## src/rtl/addsub_serial.sv

```systemverilog
// Digit-serial adder/subtractor: a WIDTH-bit operand pair is consumed DIGIT bits per clock,
// LSB digit first, behind valid/ready handshakes, with carry, signed-overflow and zero flags.
module addsub_serial #(
  parameter int WIDTH = 16,
  parameter int DIGIT = 4
) (
  input  logic             clk,
  input  logic             rst_n,
  input  logic             in_valid,
  output logic             in_ready,
  input  logic [WIDTH-1:0] A,
  input  logic [WIDTH-1:0] B,
  input  logic             m,
  output logic             out_valid,
  input  logic             out_ready,
  output logic [WIDTH-1:0] S,
  output logic             ca_out,
  output logic             ovf,
  output logic             zero
);

  localparam int NDIG = WIDTH / DIGIT;
  localparam int CW   = (NDIG > 1) ? $clog2(NDIG) : 1;

  if (WIDTH < 2) begin : gBadWidth
    $error("addsub_serial: WIDTH must be >= 2");
  end
  if ((WIDTH % DIGIT) != 0) begin : gBadDigit
    $error("addsub_serial: WIDTH must be a multiple of DIGIT");
  end

  typedef enum logic [1:0] {IDLE, RUN, DONE} state_t;

  state_t           r_state;
  logic [WIDTH-1:0] r_opA;
  logic [WIDTH-1:0] r_opB;
  logic [WIDTH-1:0] r_res;
  logic             r_carry;
  logic [CW-1:0]    r_cnt;
  logic [WIDTH-1:0] r_s;
  logic             r_caOut;
  logic             r_ovf;
  logic             r_zero;
  logic             r_outValid;

  logic [DIGIT:0]   w_digSum;
  logic             w_msbCarryIn;
  logic [WIDTH-1:0] w_digExt;
  logic [WIDTH-1:0] w_resNext;
  logic             w_lastDigit;
  logic             w_accept;

  assign w_digSum = {1'b0, r_opA[DIGIT-1:0]} + {1'b0, r_opB[DIGIT-1:0]}
                  + {{DIGIT{1'b0}}, r_carry};

  // Carry into the top bit of a digit recovered from its sum bit: c = a ^ b ^ s.
  assign w_msbCarryIn = r_opA[DIGIT-1] ^ r_opB[DIGIT-1] ^ w_digSum[DIGIT-1];

  assign w_digExt    = WIDTH'(w_digSum[DIGIT-1:0]);
  assign w_resNext   = (r_res >> DIGIT) | (w_digExt << (WIDTH - DIGIT));
  assign w_lastDigit = (r_cnt == CW'(NDIG - 1));

  assign in_ready = rst_n && ((r_state == IDLE) || ((r_state == DONE) && out_ready));
  assign w_accept = in_valid && in_ready;

  always_ff @(posedge clk or negedge rst_n) begin
    if (!rst_n) begin
      r_state    <= IDLE;
      r_opA      <= '0;
      r_opB      <= '0;
      r_res      <= '0;
      r_carry    <= 1'b0;
      r_cnt      <= '0;
      r_s        <= '0;
      r_caOut    <= 1'b0;
      r_ovf      <= 1'b0;
      r_zero     <= 1'b0;
      r_outValid <= 1'b0;
    end else if (w_accept) begin
      // Subtraction is A + ~B + 1: invert B here and seed the carry with m.
      r_opA      <= A;
      r_opB      <= m ? ~B : B;
      r_carry    <= m;
      r_cnt      <= '0;
      r_outValid <= 1'b0;
      r_state    <= RUN;
    end else begin
      unique case (r_state)
        IDLE: r_state <= IDLE;
        RUN: begin
          r_opA   <= r_opA >> DIGIT;
          r_opB   <= r_opB >> DIGIT;
          r_res   <= w_resNext;
          r_carry <= w_digSum[DIGIT];
          r_cnt   <= r_cnt + CW'(1);
          if (w_lastDigit) begin
            r_s        <= w_resNext;
            r_caOut    <= w_digSum[DIGIT];
            r_ovf      <= w_msbCarryIn ^ w_digSum[DIGIT];
            r_zero     <= (w_resNext == '0);
            r_outValid <= 1'b1;
            r_state    <= DONE;
          end
        end
        DONE: begin
          if (out_ready) begin
            r_outValid <= 1'b0;
            r_state    <= IDLE;
          end
        end
        default: r_state <= IDLE;
      endcase
    end
  end

  assign out_valid = r_outValid;
  assign S         = r_s;
  assign ca_out    = r_caOut;
  assign ovf       = r_ovf;
  assign zero      = r_zero;

endmodule
```

## config.mk

```make
export PLATFORM = sky130hd
export DESIGN_NAME = addsub_serial
export DESIGN_NICKNAME = d
export VERILOG_FILES = /design/src/rtl/addsub_serial.sv
export SDC_FILE = /design/constraint.sdc
export NUM_CORES = 1
export LEC_CHECK = 0
export BUFFER_PORTS_ARGS = -buffer_cell sky130_fd_sc_hd__buf_2
export CORE_ASPECT_RATIO = 1.4
export CORE_MARGIN = 2
export CORE_UTILIZATION = 59
export CTS_CLUSTER_DIAMETER = 80
export DETAILED_ROUTE_END_ITERATION = 8
export PLACE_DENSITY = 0.89
export RECOVER_POWER = 50
export SLEW_MARGIN = 10
export SYNTH_ARGS = -nofsm -noshare
export SYNTH_HDL_FRONTEND = slang
export SYNTH_SLANG_ARGS = --single-unit
```

## constraint.sdc

```tcl
create_clock -name clk -period 3 [get_ports clk]
set_clock_uncertainty 0.1 [all_clocks]
set_input_delay 0.6 -clock clk [delete_from_list [all_inputs] [get_ports clk]]
set_output_delay 0.6 -clock clk [all_outputs]
set_load 0.02 [all_outputs]
```

==> results of run 1 <==
## flip-flops by register name (all words and copies together) (netlist names)
register / cells
S: 16
r_opB: 16
zero: 1
out_valid: 1
ovf: 1
r_cnt: 2
r_state: 2
r_opA: 16
r_carry: 1
r_res: 12
ca_out: 1
## power groups by stage
stage	sequential [mW]	clock, mW	combinational [mW]
floorplan	1.69	0	1.11
global placement	1.59	0	1.50
detailed placement	1.62	0	1.58
CTS	1.61	1.00	1.59
global route	1.65	1.04	1.70
finish	1.61	0.993	1.52
## final cells by class
class / instances / area (µm²) / share of cell area
inverter: 3 / 11.26 / 0.003074
clock buffer: 9 / 123.9 / 0.03381
clock inverter: 7 / 137.6 / 0.03757
multi-input combinational: 196 / 1285 / 0.3508
sequential: 69 / 1727 / 0.4713
timing repair buffer: 59 / 296.5 / 0.08094
tap: 66 / 82.58 / 0.02254
## worst max-delay path, delay by kind of cell, from the launching register on
family | cells | cell delay [ns]
adder cells (fa/ha/maj) | 2 | 0.89
XOR/XNOR | 1 | 0.15
AO/OA/AOI/OAI | 3 | 0.56
flip-flops | 1 | 0.41
## cell usage after synthesis, drive strengths merged
library cell	n
nand2	76
dfrtp	69
xnor2	16
o21ai	15
buf	14
mux2	14
nor2	14
a22oi	13
a221o	10
nand3	9
ha	4
a21oi	3
inv	3
nor4	3
xor2	3
a21o	2
a31oi	2
clkbuf	2
fa	2
nand4	2
a21boi	1
a22o	1
a41oi	1
and3	1
and4	1
nand2b	1
nor2b	1
o2bb2ai	1
## cell families (layout without fill, tap and decap cells)
| group | Yosys count | in the layout | synth area share |
|---|---|---|---|
| compound gates | 49 | 49 | 0.1237 |
| xor+xnor | 19 | 19 | 0.05240 |
| simple gates | 108 | 108 | 0.1501 |
| fa+ha+maj | 6 | 6 | 0.02837 |
| flops | 69 | 69 | 0.5437 |
| mux | 14 | 14 | 0.06265 |
| buf+inv | 19 | 78 | 0.03901 |
## routing by layer
layer,up-vias,part of all wire,routed length [µm]
li1,1085,-,-
met1,1117,0.41,2602
met2,78,0.52,3310
met3,16,0.046,295
met4,0,0.029,184
met5,-,0,0
## stage by stage
stage	util	total power [mW]	setup WS [ns]	instances	cell area, µm²
3_3_place_gp	0.6630	3.097	0.8690	393	3446
5_1_grt	0.7049	4.394	0.5202	409	3664
6_report	0.7049	4.119	0.7325	409	3664
2_1_floorplan	-	2.795	0.9373	284	3176
3_5_place_dp	0.6630	3.204	0.7665	393	3446
4_1_cts	0.7133	4.204	0.7542	409	3707
## final timing paths
kind                                                to  slack [ns]  cells past startpoint            startpoint
min in group asynchronous       r_state[1]$_DFFE_PN0P_        0.92                      2                 rst_n
max in group asynchronous         r_opA[7]$_DFFE_PN0P_        0.90                      2                 rst_n
worst max register to register         ovf$_DFFE_PN0P_        0.73                      6  r_opA[0]$_DFFE_PN0P_
worst min-delay path             r_opA[14]$_DFFE_PN0P_        0.34                      3                 A[14]
worst min register to register    r_opA[7]$_DFFE_PN0P_        0.38                      2  r_opA[7]$_DFFE_PN0P_
worst max-delay path                   ovf$_DFFE_PN0P_        0.73                      6  r_opA[0]$_DFFE_PN0P_
==> reports/results.md, run 1 <==
| Parameter | Value | Unit |
|:---|:---|:---|
| Number of ports placed on the die boundary | 58 | - |
| Global-route wire length before repair | 10780 | µm |
| Maximum Capacitance Violations | 1 | - |
| Most common cell after layout, fill and taps aside | sky130_fd_sc_hd__nand2_1 | - |
| Worst EP required | 3.10 | ns |
| Most frequent CP cell | sky130_fd_sc_hd__fa_1 | - |
| Slowest-stage cell, CP | sky130_fd_sc_hd__fa_1 | - |
| Post-route fraction of the period consumed by the critical path | 0.7558 | - |
| Number of placement rows | 31 | - |
| Count of different cell masters after synthesis | 35 | - |
| Met3 routing resource usage after global routing | 0.04239 | - |
| Insertion delay of the later-clocked pin in the worst-skew pair | 0.35 | ns |
| Vias in the first global route | 2263 | - |
| Register bit count reported by yosys | 69 | - |
| Vias after detailed routing | 2296 | - |
| Cell types with the largest area share after synthesis | sky130_fd_sc_hd__dfrtp_1 54%, sky130_fd_sc_hd__nand2_1 8.9%, sky130_fd_sc_hd__mux2_4 5.2%, sky130_fd_sc_hd__xnor2_1 4.4%, sky130_fd_sc_hd__a221o_1 3.2% | - |
| # H-tree levels | 3 | - |
| Normalized max-slew margin | -0.09761 | - |
| Number of filler instances in the final layout | 384 | - |
| Total number of yosys warnings | 0 | - |
| Pin count of the biggest net entering global routing | 70 | - |
| Run status | complete, but fails checks | - |
| Worst-margin pin slew | 1.646 | ns |
| Cell chosen for the clock root | sky130_fd_sc_hd__clkbuf_8 | - |
| Average cell area after synthesis | 11.18 | µm² |
| Final hold violations | 0 | - |
| Min cycle time layout | 2.267 | ns |
| Total net switching power | 1.560 | mW |
| Sort of element at the start of the critical path | register | - |
| Detailed-route wire length per cell | 15.63 | µm |
| Met2 GRT Util | 0.3830 | - |
| Inserted Clock Buffers | 9 | - |
| Share of power burned in combinational logic | 0.369 | - |
| Num Clock Sinks | 69 | - |
| Worst-case vdd ir drop | 615.9 | µV |
| Number of buffers on the longest clock path | 2 | - |
| Worst hold-check path type | in2reg | - |
| Worst hold margin | 0.3358 | ns |
| Cell-by-cell listing of the critical path | fa_1, fa_1, a21o_1, a21oi_1, xnor2_1, o21ai_0 | - |
| Mapped Nets | 327 | - |
| Number of buffer cells added on primary ports | 57 | - |
| Net count reported at finish | 381 | - |
| Overall die area | 5994 | µm² |
| Part of the total power dissipated in the clock network | 0.241 | - |
| Fraction of final layout cells with drive strength greater than 1 | 0.2595 | - |
| Final WL | 6392 | µm |
| Ant. Diodes | 0 | - |
| Setup repair after global routing missed its margin | no | - |
| Total gr overflow | 0 | - |
| Class of the most critical setup path | reg2reg | - |
| DR vias/cell | 5.614 | - |
| Cell-internal power | 2.559 | mW |
| Tot GR Track Use | 0.2390 | - |
| First DRT Iteration DRCs | 176 | - |
| Post-CTS Hold Fix Bufs | 0 | - |
| Count of unresolved DRC violations after routing | 0 | - |
| Initial antenna violation count | 0 | - |
| Setup-violating endpoint count in the final report | 0 | - |
| Core area | 5197 | µm² |
| Kind of capture point of the worst setup path | register | - |
| Mapped Area | 3176 | µm² |
| First-pass detailed-route iteration total | 4 | - |
| Largest area contributor in the netlist | sky130_fd_sc_hd__dfrtp_1 | - |
| Final number of max-transition violations | 70 | - |
| Power density relative to cell area | 1124 | nW/µm² |
| Height of the chip | 90.81 | µm |
| Part of the Yosys area used for sequential elements | 0.5437 | - |
| Fmax | 0.4410 | GHz |
| Share of Yosys cell area claimed by the top area cell type | 0.5437 | - |
| Worst endpoint data arrival time | 2.37 | ns |
| Floorplan die width | 66.01 | µm |
| Commonest cells after routing, fill and taps aside | 76 x sky130_fd_sc_hd__nand2_1, 69 x sky130_fd_sc_hd__dfrtp_1, 56 x sky130_fd_sc_hd__buf_2, 16 x sky130_fd_sc_hd__xnor2_1, 14 x sky130_fd_sc_hd__nor2_1 | - |
| Flop pwr share | 0.390 | - |
| Area delta synth->final | 15.37 | % |
| Violations in the final reports | max-capacitance violations, max-slew violations | - |
| DPL Wire Length | 4265 | µm |
| Resized cells post-CTS | 0 | - |
| Worst-path clk slew | 0.08 | ns |
| Total Neg Setup Slack | 0 | ns |
| Static Leakage | 1.846 | nW |
| Clock tree from TritonCTS | built | - |
| ANT nets after route | 0 | - |
| Switching fraction of total power | 0.3787 | - |
| Post-CTS Setup Inserts | 0 | - |
| Layer carrying the most global-route usage | met2 | - |
| Worst stage delay on the critical path | 0.47 | ns |
| Met1 capacity usage during global routing | 0.3068 | - |
| Synthesized netlist cell count | 284 | - |
| Initial core utilization | 0.6110 | - |
| Gpl congestion | 0.8127 | - |
| Largest fanout on the critical path | 3 | - |
(Power assumes the default switching activity.)
==> inputs of run 2 (changes only) <==
--- a/config.mk
+++ b/config.mk
@@ -5,13 +5,14 @@
 export SDC_FILE = /design/constraint.sdc
 export NUM_CORES = 1
 export LEC_CHECK = 0
+export ABC_AREA = 1
 export BUFFER_PORTS_ARGS = -buffer_cell sky130_fd_sc_hd__buf_2
 export CORE_ASPECT_RATIO = 1.4
 export CORE_MARGIN = 2
-export CORE_UTILIZATION = 59
+export CORE_UTILIZATION = 55
 export CTS_CLUSTER_DIAMETER = 80
 export DETAILED_ROUTE_END_ITERATION = 8
-export PLACE_DENSITY = 0.89
+export PLACE_DENSITY = 0.84
 export RECOVER_POWER = 50
 export SLEW_MARGIN = 10
 export SYNTH_ARGS = -nofsm -noshare
==> constraint.sdc (replaced) <==
create_clock -name clk -period 2.26 [get_ports clk]
set_clock_uncertainty 0.1 [all_clocks]
set_input_delay 0.452 -clock clk [delete_from_list [all_inputs] [get_ports clk]]
set_output_delay 0.452 -clock clk [all_outputs]
set_load 0.02 [all_outputs]
==> run 2 against run 1 <==
Compared with the run above:
- the run still ends with max-capacitance violations, max-slew violations left
- clock power up 12%
- hold slack worse by 0.12 ns
- synthesized cell count up 20%
- via count up 8.4%
- core utilization down 5.5 points
- register-to-register slack worse by 0.49 ns
- sequential share of layout area down 1.5 points
- combinational power up 45%
- design area up 3.2%
- final cell count up 15%
- non-clock buffer count up 3
- critical path type unchanged
==> reports/results.md, run 2 <==
| Parameter | Value | Unit | vs previous |
|:---|:---|:---|:---|
| Most common cell in the synthesized netlist | sky130_fd_sc_hd__nand2_1 | - |  |
| Slowest-stage cell, CP | sky130_fd_sc_hd__fa_1 | - |  |
| Share of Yosys cell area claimed by the top area cell type | 0.5277 | - | -0.01601 |
| Most frequent CP cell | sky130_fd_sc_hd__fa_1 | - |  |
| Non-filler cells, final | 472 | - | +15% |
| DR vias/cell | 5.271 | - | -6.1% |
| Worst-margin pin slew | 1.633 | ns | -0.01360 ns |
| Worst-case vdd ir drop | 807.5 | µV | +31% |
| Fraction of final layout cells with drive strength greater than 1 | 0.2637 | - | +0.004206 |
| Worst stage delay on the critical path | 0.48 | ns | about the same |
| Cell types with the highest counts after synthesis | 99 x sky130_fd_sc_hd__nand2_1, 69 x sky130_fd_sc_hd__dfrtp_1, 29 x sky130_fd_sc_hd__o21ai_0 | - |  |
| Vias in the first global route | 2406 | - | +6.3% |
| Average cell area after synthesis | 9.623 | µm² | -14% |
| Final Instance Area | 3781 | µm² | +3.2% |
| Post-CTS Setup Inserts | 0 | - | unchanged |
| Ant. Diodes | 0 | - | unchanged |
| Count of unresolved DRC violations after routing | 0 | - | unchanged |
| Core area | 5822 | µm² | +12% |
| Number of placement rows | 33 | - | +6.5% |
| Setup-violating endpoint count in the final report | 0 | - | unchanged |
| Fmax | 0.4949 | GHz | +12% |
| DPL Wire Length | 4633 | µm | +8.6% |
| Register bit count reported by yosys | 69 | - | unchanged |
| Resized cells post-CTS | 0 | - | unchanged |
| Maximum Capacitance Violations | 1 | - | unchanged |
| Power density relative to cell area | 1430 | nW/µm² | +27% |
| Floorplan die width | 69.19 | µm | +4.8% |
| Detailed-route wire length per cell | 13.75 | µm | -12% |
| Run status | complete, but fails checks | - |  |
| Total gr overflow | 0 | - | unchanged |
| Inserted Clock Buffers | 9 | - | unchanged |
| Kind of capture point of the worst setup path | register | - |  |
| Insertion delay of the later-clocked pin in the worst-skew pair | 0.35 | ns | about the same |
| Initial antenna violation count | 0 | - | unchanged |
| Synthesized netlist cell count | 340 | - | +20% |
| R2r setup slk | 0.24 | ns | -0.49 ns |
| Worst hold margin | 0.2121 | ns | -0.1237 ns |
| Total design power | 5.407 | mW | +31% |
| Utilization of the core after routing | 0.6495 | - | -0.05539 |
| Commonest cells after routing, fill and taps aside | 99 x sky130_fd_sc_hd__nand2_1, 69 x sky130_fd_sc_hd__dfrtp_1, 49 x sky130_fd_sc_hd__buf_2, 29 x sky130_fd_sc_hd__inv_1, 29 x sky130_fd_sc_hd__o21ai_0 | - |  |
| Cell types with the largest area share after synthesis | sky130_fd_sc_hd__dfrtp_1 53%, sky130_fd_sc_hd__nand2_1 11%, sky130_fd_sc_hd__o211ai_2 6.1%, sky130_fd_sc_hd__o21ai_0 4.4%, sky130_fd_sc_hd__xnor2_1 4.0% | - |  |
| Net count reported at finish | 440 | - | +15% |
| Number of ports placed on the die boundary | 58 | - | unchanged |
| Number of buffers on the longest clock path | 2 | - | unchanged |
| Final number of max-transition violations | 70 | - | unchanged |
| Placed inst area | 3570 | µm² | +3.6% |
| FFs w/ async S/R, synth | 1.000 | - | unchanged |
| Violations in the final reports | max-capacitance violations, max-slew violations | - |  |
| Worst hold-check path type | in2reg | - |  |
| Normalized max-slew margin | -0.08854 | - | +0.009065 |
| Post-CTS Hold Fix Bufs | 0 | - | unchanged |
| Number of buffer cells added on primary ports | 57 | - | unchanged |
| First-pass detailed-route iteration total | 4 | - | unchanged |
| Overall die area | 6591 | µm² | +10% |
| FF+latch area | 1727 | µm² | unchanged |
| Global-route wire length before repair | 10900 | µm | +1.0% |
| Final hold violations | 0 | - | unchanged |
| Min cycle time layout | 2.021 | ns | -0.2470 ns |
| Cell chosen for the clock root | sky130_fd_sc_hd__clkbuf_8 | - |  |
| Number of filler instances in the final layout | 458 | - | +19% |
| Vias after detailed routing | 2488 | - | +8.4% |
| ANT nets after route | 0 | - | unchanged |
| First DRT Iteration DRCs | 155 | - | -12% |
| Final WL | 6492 | µm | +1.6% |
| Height of the chip | 95.26 | µm | +4.9% |
| Most common cell after layout, fill and taps aside | sky130_fd_sc_hd__nand2_1 | - |  |
| Post-layout worst setup margin | 0.2395 | ns | -0.4930 ns |
| Worst EP required | 2.44 | ns | -0.66 ns |
| Static Leakage | 1.889 | nW | +2.4% |
| Initial core utilization | 0.5620 | - | -0.04897 |
| Total number of yosys warnings | 0 | - | unchanged |
| Count of flip-flops with a built-in enable after synthesis | 0 | - | unchanged |
| Area of the multi-input gates | 1297 | µm² | +0.97% |
| Gpl congestion | 0.8515 | - | +4.8% |
| Total Neg Setup Slack | 0 | ns | unchanged |
| Cell-by-cell listing of the critical path | fa_1, fa_1, xnor2_1, nand3_1, o21bai_1 | - |  |
| Count of different cell masters after synthesis | 33 | - | -5.7% |
| Placed cells | 456 | - | +16% |
| Num Clock Sinks | 69 | - | unchanged |
| Worst Setup Slack post-DPL | 0.2472 | ns | -0.5192 ns |
| Pin count of the biggest net entering global routing | 70 | - | unchanged |
| Largest area contributor in the netlist | sky130_fd_sc_hd__dfrtp_1 | - |  |
| Class of the most critical setup path | reg2reg | - |  |
| Part of the Yosys area used for sequential elements | 0.5277 | - | -0.01601 |
| Worst endpoint data arrival time | 2.20 | ns | -0.17 ns |
| Worst-path clk slew | 0.07 | ns | about the same |
| Post-route fraction of the period consumed by the critical path | 0.8940 | - | +0.1382 |
| Largest fanout on the critical path | 3 | - | unchanged |
| # H-tree levels | 3 | - | unchanged |
| Setup repair after global routing missed its margin | no | - |  |
| Sort of element at the start of the critical path | register | - |  |
| Mapped Nets | 383 | - | +17% |
| Mapped Area | 3272 | µm² | +3.0% |
| Clock tree from TritonCTS | built | - |  |
| Post-synth top flop | sky130_fd_sc_hd__dfrtp_1 | - |  |
| Area delta synth->final | 15.56 | % |  |
| Tot GR Track Use | 0.2135 | - | -0.02553 |
run 2: cell types whose count changed in the layout (fill, tap and decap cells not counted), moves of 5 or more:
cell | before | now
sky130_fd_sc_hd__clkbuf_1 | 1 | 8
sky130_fd_sc_hd__mux2_1 | 8 | 0
sky130_fd_sc_hd__nand2_1 | 76 | 99
sky130_fd_sc_hd__buf_2 | 56 | 49
sky130_fd_sc_hd__a221o_1 | 10 | 0
sky130_fd_sc_hd__nand2_2 | 0 | 10
sky130_fd_sc_hd__inv_1 | 3 | 29
sky130_fd_sc_hd__o211ai_2 | 0 | 16
sky130_fd_sc_hd__a22oi_2 | 5 | 0
sky130_fd_sc_hd__o21ai_0 | 13 | 29
run 2: cell families (layout without fill, tap and decap cells):
| logic type | Yosys count | count (layout) | share of synthesized area |
|---|---|---|---|
| xor gates and xnor gates | 17 | 17 | 0.04551 |
| DFF | 69 | 69 | 0.5277 |
| adders and majority gates | 6 | 6 | 0.02753 |
| AOI/OAI and AO/OA | 69 | 69 | 0.1560 |
| and+or+nand+nor | 131 | 131 | 0.1675 |
| buffers and inverters | 48 | 110 | 0.07572 |
run 2: critical path: cells and delay by family (launching register included):
kind	cells	cell delay, ns
AOI/OAI and AO/OA	1	0.14
xor gates and xnor gates	1	0.29
and+or+nand+nor	1	0.12
DFF	1	0.41
adders and majority gates	2	0.91
run 2: final timing paths:
| kind | from | cells after the start | endpoint |
|---|---|---|---|
| setup / recovery | r_opA[0]$_DFFE_PN0P_ | 5 | zero$_DFFE_PN0P_ |
| hold / removal | A[15] | 3 | r_opA[15]$_DFFE_PN0P_ |
| setup reg to reg | r_opA[0]$_DFFE_PN0P_ | 5 | zero$_DFFE_PN0P_ |
| hold reg to reg | S[11]$_DFFE_PN0P_ | 2 | S[11]$_DFFE_PN0P_ |
| max in group asynchronous | rst_n | 2 | out_valid$_DFFE_PN0P_ |
| min in group asynchronous | rst_n | 2 | S[5]$_DFFE_PN0P_ |
run 2: layout make-up:
| cell class | instances | share of cell area |
|---|---|---|
| Sequential cell | 69 | 0.4567 |
| Multi-Input combinational cell | 223 | 0.3431 |
| Timing Repair Buffer | 62 | 0.08537 |
| Clock buffer | 10 | 0.03640 |
| Inverter | 32 | 0.03243 |
| Tap cell | 70 | 0.02316 |
| Clock inverter | 6 | 0.02283 |
run 2: per-layer routing:
metal,vias to the layer above,wire [µm],GRT usage
met3,20,283,0.04757
met5,-,0,0
met4,0,188,0.1144
met2,69,3401,0.3686
li1,1204,-,-
met1,1195,2618,0.2493
run 2: where the power goes:
group          internal, mW  total (mW)  switching, mW
sequential             1.76        2.09          0.324
combinational         0.789        2.21           1.42
clock                 0.649        1.11          0.465
